<file path="src/rtl/adder_tree.sv">
// adder_tree: pipelined balanced binary adder tree.
// Sums N unsigned 128-bit operands modulo 2^128. Level k adds the adjacent
// partial-sum pairs (2j, 2j+1) of level k-1, giving log2(N) adder levels.
// Optional feature macro: ADDER_TREE_PIPE_EN
//   defined   -> a register stage follows every tree level (latency log2(N))
//   undefined -> combinational tree, only sum/out_valid are registered (latency 1)
// in_valid rides along with the data. Groups with in_valid=0 still flow
// through the pipeline, but sum only reloads when a valid result arrives.

module adder_tree #(
  parameter int N = 8
) (
  input  logic             clk,
  input  logic             rst,
  input  logic             in_valid,
  input  logic [128*N-1:0] in,
  output logic [127:0]     sum,
  output logic             out_valid
);

  localparam int LEVELS = $clog2(N);

  logic [127:0] sum_d;
  logic [127:0] sum_q;
  logic         out_valid_d;
  logic         out_valid_q;

  // Level k holds N>>k partial sums; level 0 is the raw operand vector.
  for (genvar k = 0; k <= LEVELS; k++) begin : g_lvl
    localparam int W = N >> k;

    logic [W-1:0][127:0] node;
    logic                node_valid;

    if (k == 0) begin : g_leaf
      assign node       = in;
      assign node_valid = in_valid;
    end else begin : g_add
      logic [W-1:0][127:0] node_d;
      logic                node_valid_d;

      // Add adjacent pairs of the previous level; carries past bit 127 drop.
      always_comb begin
        node_d       = '0;
        node_valid_d = g_lvl[k-1].node_valid;
        for (int j = 0; j < W; j++) begin
          node_d[j] = g_lvl[k-1].node[2*j] + g_lvl[k-1].node[2*j+1];
        end
      end

`ifdef ADDER_TREE_PIPE_EN
      // The last level feeds the output register directly, so it gets no
      // stage of its own; every other level is registered here.
      if (k < LEVELS) begin : g_pipe
        logic [W-1:0][127:0] node_q;
        logic                node_valid_q;

        // Pipeline register behind this level, cleared by synchronous reset.
        always_ff @(posedge clk) begin
          if (rst) begin
            node_q       <= '0;
            node_valid_q <= 1'b0;
          end else begin
            node_q       <= node_d;
            node_valid_q <= node_valid_d;
          end
        end

        assign node       = node_q;
        assign node_valid = node_valid_q;
      end else begin : g_comb
        assign node       = node_d;
        assign node_valid = node_valid_d;
      end
`else
      assign node       = node_d;
      assign node_valid = node_valid_d;
`endif
    end
  end

  // Output stage: capture the root only when it carries a valid group.
  always_comb begin
    out_valid_d = g_lvl[LEVELS].node_valid;
    sum_d       = out_valid_d ? g_lvl[LEVELS].node[0] : sum_q;
  end

  // Output register holding sum and its valid flag.
  always_ff @(posedge clk) begin
    if (rst) begin
      sum_q       <= '0;
      out_valid_q <= 1'b0;
    end else begin
      sum_q       <= sum_d;
      out_valid_q <= out_valid_d;
    end
  end

  assign sum       = sum_q;
  assign out_valid = out_valid_q;

endmodule

</file>
<file path="config.mk">
export PLATFORM = sky130hd
export DESIGN_NAME = adder_tree
export DESIGN_NICKNAME = d
export VERILOG_FILES = /design/src/rtl/adder_tree.sv
export SDC_FILE = /design/constraint.sdc
export NUM_CORES = 2
export LEC_CHECK = 0
export CORE_AREA = 2 2 447 449
export CTS_CLUSTER_DIAMETER = 200
export DETAILED_ROUTE_END_ITERATION = 6
export DIE_AREA = 0 0 449 451
export DONT_BUFFER_PORTS = 1
export PLACE_DENSITY = 0.34
export SYNTH_ARGS = -nofsm -noshare
export SYNTH_HDL_FRONTEND = slang
export SYNTH_SLANG_ARGS = --single-unit
</file>
<file path="constraint.sdc">
create_clock -name clk -period 14.2 [get_ports clk]
set_input_delay 1.42 -clock clk [delete_from_list [all_inputs] [get_ports clk]]
set_output_delay 1.42 -clock clk [all_outputs]
set_load 0.02 [all_outputs]
</file>
==> results.yml <==
status:
  outcome: "complete, no violations"
drt:
  wl_per_cell_microns: 23.1
  ant_nets: 0
  totalWireLength_mm: 154
  post-route-drc-count: 0
  viasPerCell: 3.78
  first_pass_iters: 5
  drtIter0Drc: 1021
  vias: 25226
grt:
  grt_pass1_vias: 29109
  grt_antenna_before_repair: 22
  grt-ovfl-total: 0
  grt_usage_pct: 15.2
  grt_first_pass_wirelength_mm: 216
  grt_max_degree: 86
sta:
  fin_crit_sh_pct: 55.1
  finalHoldViolCount: 0
  period_needed_ns: 7.82
  skew_ns: 0
  drv_slew: 0
  worst_slew_pin_slew_ns: 1.29
  setup_viol: 0
  slew_headroom_pct: 13.1
  fmax_ghz: 0.128
  fin_setup_tns_ns: 0
  rsz0062_at_grt: "false"
critical_path:
  crit_end: "sum[127]"
  worstPathMaxFanout: 8
  cpLargestDelayFamily: "adder cells"
  reg2reg_to: "sum[67]"
  crit_path_top_delay_cell: "fa_1"
  ff2ff_setup_slack_ns: 13.06
  crit_chain: "inv_1, fa_1, inv_1, fa_1, fa_1, inv_1, fa_1, inv_1, ha_1, nand4_1, nor3_2, a21oi_1, o221ai_2, o21ai_1, o21ai_1, a41oi_1, o2111a_1, a2111oi_2"
  worst-path-buf-inv: 4
  max_stage_delay_ns: 0.70
  cp_data_arrival_time_ns: 8.25
  r2r-start: "sum[67]"
  startpoint: "in[426]"
  crit_type: "in -> reg"
  cp-end-kind: "register"
  reg2reg_depth: 2
  critPathRequiredTime_ns: 14.62
  cp-start-kind: "input pin"
  critical_path_depth: 18
cts:
  cts.sinks: 129
  cts_setup_buffers: 0
  clk_latency_ns: 0.52
  numCtsBuffers: 17
  h-tree-depth: 4
  cts-resized-gates: 0
  root_buffer: "clkbuf_16"
  holdBufCountCts: 0
  cts_tree: "built"
  cts_buffer_depth: 2
  path_clk_slew_ns: 0.07
synthesis:
  syn-num-nets: 5971
  synth.distinct_cells: 88
  ys_seq_elements: 129
  synthCells: 4057
  synth_xor_area_share_pct: 3.20
  synth_simple_gate_area_share_pct: 7.59
  synth_top_family_by_area: "adder cells"
  synthArstFlopShare_pct: 0
  yosys.area.top_type_share_pct: 44.8
  avgSynthCellArea_sq_um: 8.35
  synth_ff_type: "dfxtp_1"
  netlist_area_sq_um: 33900
  synth-edff-count: 0
  yosysTopAreaCell: "fa_1"
  synth_mux_area_share_pct: 2.10
  synthAdderAreaFrac_pct: 49.6
  yosysWarnings: 0
  ys_seq_area_share_pct: 7.62
  synth.area.top_cells: "fa_1, inv_1, dfxtp_1, ha_1, a21oi_1"
  synth_compound_area_share_pct: 10.9
layout:
  area_growth_pct: 10.7
  fin_util_pct: 18.9
  drive_above_1_share_pct: 2.15
  nets: 5904
  layout_commonest_cell: "inv_1"
  final_cell_mix: "inv_1, fa_1, a21oi_1"
floorplanning:
  core-area_sq_um: 198000
  io-pin-count: 1156
  dieArea_sq_um: 202000
  initial_core_util_pct: 17.1
  fp-row-count: 164
  die_w_microns: 449
  die_h_microns: 451
placed_design:
  place.gp.congestion: 0.899
  port_buffers: 0
  hpwl_mm: 142
job:
  maxCapViolations: 0
min_path:
  hp-class: "reg -> reg"
[cells in the mapped netlist (6+ instances only)]
master    number
o21bai_1      35
o21a_1        15
o21ai_0      117
nand2_1      188
inv_1       1617
nor2b_1       13
o21ai_1       34
xor2_1        44
fa_1         759
buf_1          6
clkbuf_1      62
and3_1         7
or3_1          9
a21oi_1      195
a21boi_1       6
o211ai_1      13
nor4_1         9
buf_2         24
a21o_1        55
nand2b_1      11
dfxtp_1      129
a21boi_0       7
ha_1         128
nor3_1        25
o31ai_1        6
a211oi_1      12
xnor2_1       80
nand4_1       65
a31oi_1       13
nand3_1       19
mux2i_1       71
nor2_1       179
[flip-flops by register name (all words and copies together) (netlist names)]
register   cells
out_valid      1
sum          128
[worst reg2reg max path: stages, from the launching register on]
cell and delay (ns):
dfxtp_1 0.81, nand2_1 0.11, a21oi_1 0.15
[cell type report]
class	count	area, sq um
multi-input combinational	2217	24900
clock buffer	18	429
antenna	10	25.0
timing repair buffer	7	52.6
clock inverter	13	176
sequential	129	2580
fill	22488	161000
inverter	1618	6070
tap	2656	3320
[stage by stage]
step,area (sq um),cells,hold WS [ns],worst slack (ns)
4_1_cts,37500,6658,0.597,6.00
2_1_floorplan,33900,4057,0.523,7.97
5_1_grt,37500,6665,0.629,5.92
3_5_place_dp,36900,6627,0.587,5.43
6_report,37500,6668,0.590,6.38
3_3_place_gp,36900,6627,0.578,5.43
[worst min-delay path by stage]
stage | from | to | slack [ns] | cells past startpoint
3_5_place_dp | sum[104] | sum[104] | 0.59 | 2
2_1_floorplan | sum[60] | sum[60] | 0.52 | 2
5_1_grt | sum[126] | sum[126] | 0.63 | 2
4_1_cts | sum[105] | sum[105] | 0.60 | 2
6_report | sum[105] | sum[105] | 0.59 | 2
3_3_place_gp | sum[105] | sum[105] | 0.58 | 2
[layer usage]
layer  up-vias  part of all wire [%]  GRT usage [%]  routed length, microns
li1      11586                     -              -                       -
met1     12783                    36           16.0                   55700
met2       761                    58           30.9                   89300
met3        96                   3.7           2.37                    5670
met4         0                   2.1           3.29                    3260
met5         -                     0              0                       0
[cell families (layout without fill, tap and decap cells)]
family | count (synthesis) | after routing
mux | 71 | 71
xor+xnor | 124 | 124
fa+ha+maj | 887 | 887
other cells | 0 | 10
compound gates | 581 | 581
simple gates | 554 | 554
flops | 129 | 129
buf+inv | 1711 | 1656
Power is left out: the tool's default activity adds up to more than one toggle a clock period on the data nets, which glitch-free logic cannot reach.
